[src/rtl/mem_port_arbiter.sv]
// Purpose: shares one unified memory port between instruction fetch (IF) and data access (MEM).
// Latency: an access completes in its mem_ready cycle; best case 2 cycles for a lone fetch, 4 for load+fetch.
// Backpressure: stall is held until every access of the current pipeline cycle is satisfied; data wins over fetch.
module mem_port_arbiter #(
   parameter int ADDR_W  = 64,
   parameter int DATA_W  = 64,
   parameter int INSTR_W = 32
) (
   input  logic               clk,
   input  logic               reset,
   input  logic               if_req,
   input  logic [ADDR_W-1:0]  if_addr,
   input  logic               if_flush,
   output logic [INSTR_W-1:0] if_rdata,
   input  logic               dm_read,
   input  logic               dm_write,
   input  logic [ADDR_W-1:0]  dm_addr,
   input  logic [DATA_W-1:0]  dm_wdata,
   output logic [DATA_W-1:0]  dm_rdata,
   output logic               stall,
   output logic               mem_req,
   output logic               mem_we,
   output logic [ADDR_W-1:0]  mem_addr,
   output logic [DATA_W-1:0]  mem_wdata,
   input  logic [DATA_W-1:0]  mem_rdata,
   input  logic               mem_ready
);

   typedef enum logic [1:0] {
      IDLE  = 2'd0,
      DATA  = 2'd1,
      FETCH = 2'd2,
      DRAIN = 2'd3
   } state_e;

   state_e              state_q, state_d;
   logic [ADDR_W-1:0]   addr_q, addr_d;
   logic                we_q, we_d;
   logic [DATA_W-1:0]   wdata_q, wdata_d;
   logic                if_done_q, if_done_d;
   logic                dm_done_q, dm_done_d;
   logic [INSTR_W-1:0]  if_hold_q, if_hold_d;
   logic [DATA_W-1:0]   dm_hold_q, dm_hold_d;

   logic                dm_any;
   logic                if_set;
   logic                dm_set;
   logic                if_ok;
   logic                dm_ok;
   logic [INSTR_W-1:0]  sel_half;
   logic [ADDR_W-1:0]   if_word_addr;
   logic [ADDR_W-1:0]   dm_word_addr;
   logic                unused_addr_bits;

   // Memory is word addressed: byte-offset bits never reach the port.
   assign if_word_addr     = {if_addr[ADDR_W-1:3], 3'b000};
   assign dm_word_addr     = {dm_addr[ADDR_W-1:3], 3'b000};
   assign unused_addr_bits = ^{if_addr[1:0], dm_addr[2:0]};

   assign dm_any   = dm_read | dm_write;
   // Two instructions per memory word; address bit 2 picks the upper one.
   assign sel_half = if_addr[2] ? mem_rdata[2*INSTR_W-1:INSTR_W] : mem_rdata[INSTR_W-1:0];

   // A side is satisfied once its done flag is set or its completion arrives this cycle.
   assign if_ok = if_done_q | ((state_q == FETCH) & mem_ready & ~if_flush);
   assign dm_ok = dm_done_q | ((state_q == DATA) & mem_ready);

   // Flushed fetches never stall on their own; an abandoned fetch still in the memory does.
   assign stall = (if_req & ~if_flush & ~if_ok)
                | (dm_any & ~dm_ok)
                | (state_q == DRAIN);

   assign mem_req   = (state_q != IDLE);
   assign mem_we    = we_q;
   assign mem_addr  = addr_q;
   assign mem_wdata = wdata_q;

   // Results come straight from the memory in the completion cycle, from the hold registers afterwards.
   assign if_rdata = if_done_q ? if_hold_q : sel_half;
   assign dm_rdata = dm_done_q ? dm_hold_q : mem_rdata;

   // Next-state and request-register logic: data has priority in IDLE, request fields load only on IDLE exit.
   always_comb begin
      state_d = state_q;
      addr_d  = addr_q;
      we_d    = we_q;
      wdata_d = wdata_q;
      if_set  = 1'b0;
      dm_set  = 1'b0;
      case (state_q)
         IDLE: begin
            if (dm_any && !dm_done_q) begin
               state_d = DATA;
               addr_d  = dm_word_addr;
               we_d    = dm_write;
               wdata_d = dm_wdata;
            end else if (if_req && !if_done_q && !if_flush) begin
               state_d = FETCH;
               addr_d  = if_word_addr;
               we_d    = 1'b0;
               wdata_d = '0;
            end
         end
         DATA: begin
            if (mem_ready) begin
               state_d = IDLE;
               dm_set  = 1'b1;
            end
         end
         FETCH: begin
            if (mem_ready) begin
               state_d = IDLE;
               if_set  = ~if_flush;
            end else if (if_flush) begin
               state_d = DRAIN;
            end
         end
         DRAIN: begin
            if (mem_ready) begin
               state_d = IDLE;
            end
         end
         default: state_d = IDLE;
      endcase
   end

   // Done flags and hold registers: flags clear whenever the pipeline advances (stall low).
   always_comb begin
      if_done_d = stall ? (if_done_q | if_set) : 1'b0;
      dm_done_d = stall ? (dm_done_q | dm_set) : 1'b0;
      if_hold_d = if_set ? sel_half  : if_hold_q;
      dm_hold_d = dm_set ? mem_rdata : dm_hold_q;
   end

   // State and request registers; reset withdraws any outstanding request at once.
   always_ff @(posedge clk or negedge reset) begin
      if (!reset) begin
         state_q   <= IDLE;
         addr_q    <= '0;
         we_q      <= 1'b0;
         wdata_q   <= '0;
         if_done_q <= 1'b0;
         dm_done_q <= 1'b0;
         if_hold_q <= '0;
         dm_hold_q <= '0;
      end else begin
         state_q   <= state_d;
         addr_q    <= addr_d;
         we_q      <= we_d;
         wdata_q   <= wdata_d;
         if_done_q <= if_done_d;
         dm_done_q <= dm_done_d;
         if_hold_q <= if_hold_d;
         dm_hold_q <= dm_hold_d;
      end
   end

endmodule

[config.mk]
export PLATFORM = sky130hd
export DESIGN_NAME = mem_port_arbiter
export DESIGN_NICKNAME = d
export VERILOG_FILES = /design/src/rtl/mem_port_arbiter.sv
export SDC_FILE = /design/constraint.sdc
export NUM_CORES = 1
export LEC_CHECK = 0
export CORE_AREA = 4 4 189 191
export CTS_CLUSTER_DIAMETER = 100
export DETAILED_ROUTE_END_ITERATION = 6
export DIE_AREA = 0 0 193 195
export GPL_TIMING_DRIVEN = 0
export PLACE_DENSITY = 0.66
export RECOVER_POWER = 25
export SYNTH_ARGS = -nofsm -noshare
export SYNTH_HDL_FRONTEND = slang
export SYNTH_SLANG_ARGS = --single-unit
[constraint.sdc]
create_clock -name clk -period 1.64 [get_ports clk]
set_input_delay 0.328 -clock clk [delete_from_list [all_inputs] [get_ports clk]]
set_output_delay 0.328 -clock clk [all_outputs]
set_load 0.05 [all_outputs]
==> impl_metrics.xml <==
<?xml version="1.0" encoding="UTF-8"?>
<metrics>
  <group name="run_status">
    <metric name="run_status" unit="">complete, but fails checks</metric>
    <metric name="failed_checks" unit="">negative setup slack</metric>
  </group>
  <group name="floorplanning">
    <metric name="placement_rows" unit="">68</metric>
    <metric name="fp.dieW" unit="um">193</metric>
    <metric name="starting_density" unit="">0.3132</metric>
    <metric name="pin_count" unit="">490</metric>
    <metric name="die-height" unit="um">195</metric>
    <metric name="die-area" unit="mm2">0.03764</metric>
    <metric name="core_region_area" unit="mm2">0.03412</metric>
  </group>
  <group name="critical_path">
    <metric name="reg2reg_slack" unit="ns">-0.36</metric>
    <metric name="cpMostUsedCell" unit="">sky130_fd_sc_hd__buf_6</metric>
    <metric name="path_cells" unit="">nand3b_1, buf_6, a221o_1, buf_6</metric>
    <metric name="cp_delay_by_family_top" unit="">flip-flops</metric>
    <metric name="critical_path_depth" unit="">4</metric>
    <metric name="worst_setup_path_startpoint" unit="">state_q[1]$_DFFE_PN0P_</metric>
    <metric name="crit_path_end_kind" unit="">output pin</metric>
    <metric name="crit_required" unit="ns">1.31</metric>
    <metric name="regToRegStartpoint" unit="">if_done_q$_DFF_PN0_</metric>
    <metric name="critical_path.reg2reg.endpoint" unit="">mem_addr[44]$_DFFE_PN0P_</metric>
    <metric name="crit_buf_inv" unit="">2</metric>
    <metric name="cp.arrival" unit="ns">1.90</metric>
    <metric name="timing_worst_setup_path_type" unit="">reg2out</metric>
    <metric name="ff2ff_path_depth" unit="">10</metric>
    <metric name="critPathMaxStageDelay" unit="ns">0.42</metric>
    <metric name="start_kind" unit="">flop</metric>
    <metric name="slowest_stage" unit="">sky130_fd_sc_hd__dfrtp_2</metric>
    <metric name="critPathMaxFanout" unit="">3</metric>
  </group>
  <group name="cts">
    <metric name="cts_buffers" unit="">27</metric>
    <metric name="cts_tree" unit="">yes</metric>
    <metric name="clkTransAtPathRegs" unit="ns">0.05</metric>
    <metric name="clock_tree.htree_level_count" unit="">1</metric>
    <metric name="cts_root_buf" unit="">sky130_fd_sc_hd__clkbuf_16</metric>
    <metric name="worstSkewPairLatency" unit="ns">0.54</metric>
    <metric name="clock_sink_count" unit="">226</metric>
    <metric name="ctsLongestPathBuffers" unit="">3</metric>
  </group>
  <group name="global_routing">
    <metric name="initial_antenna_violation_count" unit="">5</metric>
    <metric name="first_global_vias" unit="">8776</metric>
    <metric name="grt_use_total" unit="">0.1976</metric>
    <metric name="grt_pass1_wl" unit="um">56560</metric>
    <metric name="grt_max_degree" unit="">117</metric>
    <metric name="globalRouteOverflowTotal" unit="">0</metric>
  </group>
  <group name="timing">
    <metric name="setup_ws" unit="ns">-0.5854</metric>
    <metric name="part_of_the_cycle_the_worst_path_needs" unit="">1.357</metric>
    <metric name="grt_setup_unrepaired" unit="">true</metric>
    <metric name="max_slew_margin" unit="">0.2611</metric>
    <metric name="skew" unit="ns">0.01036</metric>
    <metric name="worst_pin_slew" unit="ns">1.108</metric>
    <metric name="report.final.hold_viol_count" unit="">0</metric>
    <metric name="final_max_slew_viol_count" unit="">0</metric>
    <metric name="count_of_endpoints_failing_setup_in_the_final_report" unit="">348</metric>
    <metric name="post-route-min-period" unit="ns">2.225</metric>
    <metric name="achievable-frequency" unit="MHz">449.3</metric>
  </group>
  <group name="yosys">
    <metric name="ys_dominant_reg_cell" unit="">sky130_fd_sc_hd__dfrtp_1</metric>
    <metric name="number_of_distinct_library_cells_after_synthesis" unit="">26</metric>
    <metric name="synthArstFlopShare" unit="">1.000</metric>
    <metric name="ys.warnings.count" unit="">0</metric>
    <metric name="synth_area" unit="mm2">0.01069</metric>
    <metric name="ys_seq_elements" unit="">226</metric>
    <metric name="synth_largest_type_area_fraction" unit="">0.5293</metric>
    <metric name="syn_inst" unit="">714</metric>
    <metric name="synth_edf_count" unit="">0</metric>
    <metric name="synthTopCellsByArea" unit="">sky130_fd_sc_hd__dfrtp_1 (53%), sky130_fd_sc_hd__mux2_2 (35%), sky130_fd_sc_hd__a22o_1 (5.3%), sky130_fd_sc_hd__buf_6 (2.0%), sky130_fd_sc_hd__mux2_1 (1.9%)</metric>
    <metric name="syn_area_per_cell" unit="um2">14.97</metric>
    <metric name="sequential_fraction_of_the_synthesis_area" unit="">0.5293</metric>
    <metric name="synth_area_leader_cell" unit="">sky130_fd_sc_hd__dfrtp_1</metric>
  </group>
  <group name="routing">
    <metric name="via_per_inst" unit="">4.784</metric>
    <metric name="first_iter_violations" unit="">274</metric>
    <metric name="post-route-drc-count" unit="">0</metric>
    <metric name="antenna_left" unit="">0</metric>
    <metric name="wl_per_cell" unit="um">23.53</metric>
    <metric name="detail_route.wirelength" unit="um">41810</metric>
    <metric name="vias" unit="">8501</metric>
    <metric name="drt_pre_antenna_iters" unit="">4</metric>
  </group>
  <group name="placement">
    <metric name="dpl.hpwl" unit="um">28680</metric>
    <metric name="placedInstanceArea" unit="mm2">0.01627</metric>
    <metric name="gp_congestion" unit="">0.8670</metric>
    <metric name="placed_cells_incl_taps" unit="">1653</metric>
    <metric name="portBuffers" unit="">480</metric>
  </group>
  <group name="layout">
    <metric name="post-route-cell-area" unit="mm2">0.01930</metric>
    <metric name="layout.cells.non_filler" unit="">1777</metric>
    <metric name="layout.filler_cells" unit="">2800</metric>
    <metric name="area.growth.synth_to_final" unit="%">80.59</metric>
    <metric name="layout-drive-gt1-share" unit="">0.5638</metric>
    <metric name="finish.utilization" unit="">0.5656</metric>
    <metric name="nNetsFinal" unit="">1566</metric>
  </group>
  <group name="flow_run">
    <metric name="count_of_max_cap_constraint_violations" unit="">0</metric>
  </group>
  <group name="power">
    <metric name="power.total" unit="mW">36.53</metric>
    <metric name="power.leakage" unit="nW">8.635</metric>
    <metric name="power_per_cell_area" unit="mW/mm2">1893</metric>
    <metric name="power.ir.vdd_worst" unit="uV">1248</metric>
  </group>
  <group name="min_path">
    <metric name="worst_hold_path_type" unit="">in2async</metric>
  </group>
</metrics>
-- worst max path at each step --
stage,endpoint,slack [ns]
5_1_grt,stall,-0.62
6_report,stall,-0.59
4_1_cts,stall,-0.57
3_5_place_dp,stall,-1.09
3_3_place_gp,mem_wdata[24]$_DFFE_PN0P_,-9.88
2_1_floorplan,if_rdata[1],0.01
-- final cells by class --
cell class,instances,area (um2),area share
Clock buffer,33,728.2,0.03774
Buffer,51,742.0,0.03845
Inverter,3,11.26,0.0005836
Multi-Input combinational cell,432,5137,0.2662
Clock inverter,9,123.9,0.006419
Sequential cell,226,5659,0.2933
Timing Repair Buffer,562,6310,0.3270
Antenna cell,6,15.01,0.0007781
Tap cell,455,569.3,0.02950
-- layout by cell type (no fill, tap or decap), drive strengths merged, types with 4 or more instances in the layout --
cell,Yosys,routed
a22o,65,65
buf,48,269
clkbuf,7,59
clkdlybuf4s15,0,44
clkdlybuf4s18,0,18
clkdlybuf4s50,0,255
clkinv,0,5
dfrtp,226,226
diode,0,6
inv,3,4
mux2,346,346
-- through the flow --
| step | setup TNS [ns] | worst slack, ns | hold slack [ns] |
|---|---|---|---|
| 6_report | -96.84 | -0.5854 | 0.1518 |
| 4_1_cts | -74.49 | -0.5704 | 0.1385 |
| 3_5_place_dp | -174.73 | -1.091 | 0.1074 |
| 2_1_floorplan | 0 | 0.01279 | 0.03241 |
| 3_3_place_gp | -2401.99 | -9.882 | 0.4671 |
| 5_1_grt | -145.33 | -0.6225 | 0.1506 |
-- cells in the mapped netlist, types with 3 or more instances --
master                       n
sky130_fd_sc_hd__buf_6      19
sky130_fd_sc_hd__mux2_1     18
sky130_fd_sc_hd__buf_2      23
sky130_fd_sc_hd__mux2_2    328
sky130_fd_sc_hd__a22o_1     65
sky130_fd_sc_hd__buf_4       6
sky130_fd_sc_hd__inv_1       3
sky130_fd_sc_hd__a21oi_1     3
sky130_fd_sc_hd__clkbuf_1    7
sky130_fd_sc_hd__dfrtp_1   226
-- state kept, by name (all words and copies together), names as in the netlist --
| register | flops |
|---|---|
| dm_hold_q | 64 |
| mem_wdata | 64 |
| mem_addr | 61 |
| state_q | 2 |
| mem_we | 1 |
| if_done_q | 1 |
| if_hold_q | 32 |
| dm_done_q | 1 |
-- metal layers --
| metal | GRT usage | part of all wire | wire length, um |
|---|---|---|---|
| met5 | 0 | 0.00026 | 11 |
| met4 | 0.06058 | 0.032 | 1320 |
| met3 | 0.04558 | 0.059 | 2471 |
| met2 | 0.3387 | 0.50 | 20980 |
| met1 | 0.2475 | 0.41 | 17030 |
-- power by group --
group	switching (mW)	internal, mW
combinational	11.8	9.23
sequential	1.44	8.23
clock	2.31	3.57
total	15.5	21.0
-- repair_timing --
action,4_1_cts,5_1_grt
setup buffers,29,25
pin swaps,9,6
hold buffers,1,0
cloned,16,20
gates resized for setup,1195,385
hold endpoints to repair,117,0
endpoints found under the setup margin,413,352
-- logic make-up (layout without fill, tap and decap cells) --
kind of cell / count (synthesis) / in the layout / synth area share
simple gates: 8 / 8 / 0.006675
mux: 346 / 346 / 0.3646
other cells: 1 / 9 / 0.0003510
compound gates: 75 / 75 / 0.06054
flops: 226 / 226 / 0.5293
buf+inv: 58 / 658 / 0.03853
No activity file was read; power rests on OpenSTA's default activity.
